**config.mk**
```make
export PLATFORM = sky130hd
export DESIGN_NAME = lsu_bus_if
export DESIGN_NICKNAME = d
export VERILOG_FILES = /design/src/rtl/lsu_bus_if.sv
export SDC_FILE = /design/constraint.sdc
export NUM_CORES = 1
export LEC_CHECK = 0
export ABC_AREA = 0
export CORE_MARGIN = 2
export CORE_UTILIZATION = 47
export DETAILED_ROUTE_END_ITERATION = 10
export PLACE_DENSITY = 0.9
export SYNTH_ARGS = -nofsm -noshare
export SYNTH_HDL_FRONTEND = slang
export SYNTH_SLANG_ARGS = --single-unit
export TNS_END_PERCENT = 20
```
**constraint.sdc**
```tcl
create_clock -name clk -period 3 [get_ports clk]
set_input_delay 0.9 -clock clk [delete_from_list [all_inputs] [get_ports clk]]
set_output_delay 0.9 -clock clk [all_outputs]
set_load 0.02 [all_outputs]
```
**src/rtl/lsu_bus_if.sv**
```systemverilog
// lsu_bus_if: load/store unit between the single-cycle RV32I core and a
// req/ack data-memory bus. Each accepted request becomes one word-aligned,
// byte-enabled bus transaction. Load results return sign- or zero-extended
// and tagged with their rd index.
//
// Ports:
//   clk, reset (async, active-low)
//   req_valid/req_ready, req_we, req_funct3, req_addr, req_wdata, req_rd
//                         : request handshake and fields from the core
//   resp_valid, resp_rd, resp_data : one-cycle load writeback pulse
//   misaligned            : one-cycle pulse, request rejected (illegal/misaligned)
//   bus_err               : one-cycle pulse, bus timeout (0 unless LSU_TIMEOUT_EN)
//   mem_req, mem_we, mem_addr, mem_be, mem_wdata, mem_ack, mem_rdata
//                         : data-memory bus, fields held until mem_ack
//
// Build option: define LSU_TIMEOUT_EN to abort a bus transaction that has
// waited TIMEOUT cycles without mem_ack.
module lsu_bus_if #(
   parameter int unsigned XLEN    = 32,
   parameter int unsigned TIMEOUT = 15
) (
   input  logic            clk,
   input  logic            reset,
   input  logic            req_valid,
   output logic            req_ready,
   input  logic            req_we,
   input  logic [2:0]      req_funct3,
   input  logic [XLEN-1:0] req_addr,
   input  logic [XLEN-1:0] req_wdata,
   input  logic [4:0]      req_rd,
   output logic            resp_valid,
   output logic [4:0]      resp_rd,
   output logic [XLEN-1:0] resp_data,
   output logic            misaligned,
   output logic            bus_err,
   output logic            mem_req,
   output logic            mem_we,
   output logic [XLEN-1:0] mem_addr,
   output logic [3:0]      mem_be,
   output logic [XLEN-1:0] mem_wdata,
   input  logic            mem_ack,
   input  logic [XLEN-1:0] mem_rdata
);

   typedef enum logic [1:0] {IDLE, BUS, RESP, ERR} state_t;

   state_t          state;
   logic [2:0]      f3_q;
   logic [1:0]      off_q;
   logic [4:0]      rd_q;

   logic            req_legal;
   logic            req_aligned;
   logic [3:0]      req_be;
   logic [XLEN-1:0] req_wrep;
   logic [7:0]      ld_byte;
   logic [15:0]     ld_half;
   logic [XLEN-1:0] load_ext;

   assign req_ready = (state == IDLE);

   // Request decode: legality, alignment, byte enables, lane replication.
   always_comb begin
      req_legal = 1'b0;
      case (req_funct3)
         3'b000, 3'b001, 3'b010: req_legal = 1'b1;
         3'b100, 3'b101:         req_legal = !req_we;
         default:                req_legal = 1'b0;
      endcase

      req_aligned = 1'b1;
      req_be      = 4'b1111;
      req_wrep    = req_wdata;
      case (req_funct3[1:0])
         2'b00: begin
            req_be   = 4'b0001 << req_addr[1:0];
            req_wrep = {4{req_wdata[7:0]}};
         end
         2'b01: begin
            req_aligned = !req_addr[0];
            req_be      = 4'b0011 << {req_addr[1], 1'b0};
            req_wrep    = {2{req_wdata[15:0]}};
         end
         default: begin
            req_aligned = (req_addr[1:0] == 2'b00);
            req_be      = 4'b1111;
            req_wrep    = req_wdata;
         end
      endcase
   end

   // Load lane select and extension, using the offset/funct3 latched at accept.
   always_comb begin
      ld_byte = mem_rdata[7:0];
      case (off_q)
         2'd0:    ld_byte = mem_rdata[7:0];
         2'd1:    ld_byte = mem_rdata[15:8];
         2'd2:    ld_byte = mem_rdata[23:16];
         default: ld_byte = mem_rdata[31:24];
      endcase
      ld_half = off_q[1] ? mem_rdata[31:16] : mem_rdata[15:0];

      load_ext = mem_rdata;
      case (f3_q)
         3'b000:  load_ext = {{(XLEN-8){ld_byte[7]}}, ld_byte};
         3'b001:  load_ext = {{(XLEN-16){ld_half[15]}}, ld_half};
         3'b100:  load_ext = {{(XLEN-8){1'b0}}, ld_byte};
         3'b101:  load_ext = {{(XLEN-16){1'b0}}, ld_half};
         default: load_ext = mem_rdata;
      endcase
   end

`ifdef LSU_TIMEOUT_EN
   localparam int unsigned CW = (TIMEOUT < 16) ? 4 : $clog2(TIMEOUT + 1);
   localparam logic [CW-1:0] TMO_LAST = CW'(TIMEOUT - 1);
   logic [CW-1:0] tmo_cnt;
`else
   logic unused_timeout;
   assign bus_err        = 1'b0;
   assign unused_timeout = (TIMEOUT != 0);
`endif

   always_ff @(posedge clk or negedge reset) begin
      if (!reset) begin
         state      <= IDLE;
         f3_q       <= '0;
         off_q      <= '0;
         rd_q       <= '0;
         mem_req    <= 1'b0;
         mem_we     <= 1'b0;
         mem_addr   <= '0;
         mem_be     <= '0;
         mem_wdata  <= '0;
         resp_valid <= 1'b0;
         resp_rd    <= '0;
         resp_data  <= '0;
         misaligned <= 1'b0;
`ifdef LSU_TIMEOUT_EN
         bus_err    <= 1'b0;
         tmo_cnt    <= '0;
`endif
      end else begin
         // Pulse outputs default low; a state transition raises them for one cycle.
         resp_valid <= 1'b0;
         misaligned <= 1'b0;
`ifdef LSU_TIMEOUT_EN
         bus_err    <= 1'b0;
`endif
         case (state)
            IDLE: begin
               if (req_valid) begin
                  if (req_legal && req_aligned) begin
                     mem_req   <= 1'b1;
                     mem_we    <= req_we;
                     mem_addr  <= {req_addr[XLEN-1:2], 2'b00};
                     mem_be    <= req_be;
                     mem_wdata <= req_wrep;
                     f3_q      <= req_funct3;
                     off_q     <= req_addr[1:0];
                     rd_q      <= req_rd;
`ifdef LSU_TIMEOUT_EN
                     tmo_cnt   <= '0;
`endif
                     state     <= BUS;
                  end else begin
                     misaligned <= 1'b1;
                     state      <= ERR;
                  end
               end
            end
            BUS: begin
               if (mem_ack) begin
                  mem_req <= 1'b0;
                  if (mem_we) begin
                     state <= IDLE;
                  end else begin
                     resp_valid <= 1'b1;
                     resp_rd    <= rd_q;
                     resp_data  <= load_ext;
                     state      <= RESP;
                  end
               end
`ifdef LSU_TIMEOUT_EN
               else if (tmo_cnt == TMO_LAST) begin
                  // A timed-out load still completes writeback (with 0) so the core cannot stall.
                  mem_req <= 1'b0;
                  bus_err <= 1'b1;
                  state   <= IDLE;
                  if (!mem_we) begin
                     resp_valid <= 1'b1;
                     resp_rd    <= rd_q;
                     resp_data  <= '0;
                  end
               end else begin
                  tmo_cnt <= tmo_cnt + 1'b1;
               end
`endif
            end
            RESP:    state <= IDLE;
            ERR:     state <= IDLE;
            default: state <= IDLE;
         endcase
      end
   end

endmodule
```
==> results.yml <==
timing:
  max_freq_mhz: 402
  finalSetupTns_ns: 0
  clock_skew_ns: 0.00889
  hold_viol: 0
  maxSlewViolCount: 0
  worst_pin_slew_ns: 1.03
  period_needed_ns: 2.49
  rsz0062_at_grt: "false"
  slew_headroom_pct: 31.1
  final.period_utilization_pct: 83.0
  fin_ws_ns: 0.510
  fin_hold_ws_ns: 0.467
  setup_viol: 0
clocking:
  tritoncts: "built"
  cts_resized: 0
  cts_buffer_depth: 2
  cts_max_level: 4
  cts.clk_slew.worst_paths_ns: 0.06
  clock_sinks: 119
  ctsHoldBuffers: 0
  cts_setup_buffers: 0
  root_buffer: "clkbuf_16"
  cts_buffers: 17
  clk_latency_ns: 0.41
drt:
  avgRoutedWirePerCell_um: 19.6
  drc_errors: 0
  first_pass_iters: 4
  viasPerCell: 5.57
  drt_iter0_markers: 329
  vias: 4782
  wl_um: 16900
  final_antenna_net_count: 0
floorplanning:
  core_um2: 11400
  die_area_um2: 12600
  start_util_pct: 48.1
  ioPinCount: 220
  row_count: 39
  die_h_um: 112
  die_w_um: 112
run_status:
  outcome: "completed"
synthesis:
  synth_area_um2: 5490
  synth_cells: 486
  yosysTopAreaCellShare_pct: 54.3
  synth_top_flop_cell: "dfrtp_1"
  synth_area_leaders: "dfrtp_1, mux2_2, mux2i_1, a21oi_1, o21ai_0"
  avgSynthCellArea_um2: 11.3
  synth_top_area_cell: "dfrtp_1"
  synthArstFlopShare_pct: 100
  yosysWarnings: 0
  synth_edf_count: 0
  yosysUniqueCellTypes: 35
  synth_seq_cells: 119
  yosysSeqAreaShare_pct: 54.3
grt:
  grt_max_degree: 67
  grt_overflow: 0
  grt_pass1_wl_um: 26800
  grt_pass1_vias: 5152
  grtUsageTotal_pct: 27.3
  antenna_found_initial: 0
power:
  ir_drop_uv: 637
  p_int_uw: 5720
  leakage_uw: 0.00358
  p_per_area_nw_per_um2: 1090
  p_sw_uw: 3420
  switching_share_pct: 37.4
  p_clk_share_pct: 21.5
  combPwrFrac_pct: 45.8
  seqPwrFrac_pct: 32.7
worst_setup_path:
  worstPathArrival_ns: 1.59
  crit_fanout: 4
  worstSetupPathType: "reg -> out"
  critPathCaptureType: "output port"
  cp-start-kind: "flip-flop"
  cp.required_ns: 2.10
job:
  maxCapViolCount: 0
layout:
  drive_gt1_share_pct: 17.3
  area_growth_pct: 53.1
  diodes: 0
  post-route-util_pct: 73.6
  nets: 812
placement:
  gp_congestion: 0.921
  io_buffers: 216
  pre_cts_ws_ns: 0.175
  dp_hpwl_um: 12200
worst_hold_path:
  min_path_type: "reg -> reg"
-- synthesized netlist by cell type (all sizes together), types with 6 or more instances --
library cell,count
dfrtp,119
buf,21
o21ai,56
a211o,7
a2bb2oi,7
nor3,8
o211ai,16
nor2,13
nand2,55
mux2i,33
mux2,56
nand3b,9
clkbuf,17
a21oi,45
inv,6
-- per-layer routing --
layer | share of wire [%] | GRT usage [%] | vias up
li1 | - | - | 2167
met5 | 0 | 0 | -
met1 | 38 | 31.4 | 2321
met4 | 3.6 | 12.2 | 0
met2 | 50 | 47.0 | 242
met3 | 8.8 | 8.80 | 52
-- power by group through the flow --
stage	Clock [uW]	Combinational, uW	Sequential (uW)
floorplan	0	1380	3720
global placement	0	4050	2940
detailed placement	0	4170	3000
CTS	1990	4210	2990
global route	2060	4440	3100
finish	1960	4190	2990
-- cells by family (layout without fill, tap and decap cells) --
kind of cell    count (synthesis)  after routing  share of synthesized area [%]
mux                            90             90                           17.9
buf+inv                        44            272                           3.83
flops                         119            119                           54.3
simple gates                   96             96                           8.66
other cells                     1              3                         0.0683
compound gates                136            136                           15.3
-- metrics by stage --
step	power, uW	cell area, um^2	instances
after global placement	6990	7830	827
after floorplan	5100	5500	488
after detailed placement	7170	7830	827
after global routing	9600	8410	859
final	9150	8410	859
after CTS	9190	8410	859
-- final timing paths --
check	start	end	slack [ns]	cells after the start
min	rd_q[2]$_DFFE_PN0P_	resp_rd[2]$_DFFE_PN0P_	0.47	2
min reg2reg	rd_q[2]$_DFFE_PN0P_	resp_rd[2]$_DFFE_PN0P_	0.47	2
max	state[0]$_DFFE_PN0P_	req_ready	0.51	2
max reg2reg	f3_q[0]$_DFFE_PN0P_	resp_data[2]$_DFFE_PN0P_	0.92	4
max in group asynchronous	reset	resp_rd[1]$_DFFE_PN0P_	1.69	2
min in group asynchronous	reset	resp_rd[4]$_DFFE_PN0P_	0.50	1
-- critical path, cell delays in order (launching register included) --
cell             delay (ns)
dfrtp_1                0.44
nor2_1                 0.14
clkdlybuf4s50_1        0.61
-- flip-flops by register name, indices dropped and copies added, names as in the netlist --
register	count
rd_q	5
f3_q	3
resp_rd	5
mem_be	4
state	2
mem_addr	30
mem_wdata	32
resp_data	32
misaligned	1
mem_we	1
off_q	2
mem_req	1
resp_valid	1
-- cell usage in the layout (no fill, tap or decap), types with 2 or more instances in the layout --
cell               n
nand2_1           55
nor2_1            13
nand3b_1           9
buf_4             16
nor3_1             8
clkbuf_16         17
clkdlybuf4s50_1  215
nand2b_1           2
dfrtp_1          119
nor3b_1            2
o21ai_0           45
clkinvlp_4         5
a2bb2oi_1          7
o211ai_1          16
a21oi_1           45
conb_1             3
mux2_2            56
bufinv_16          2
clkinv_2           5
o21ai_2           10
inv_1              6
or2_2              2
a211o_1            7
mux2i_1           33
buf_12             3
-- area by class of cell --
cell class              instances  area (um^2)
well taps                     143          179
fillers                       796         3010
flip-flops and latches        119         2980
clock inverters                13          131
inverters                       6         22.5
clock buffers                  19          443
multi-input cells             325         2320
repair buffers                234         2330
(Power assumes the default switching activity.)
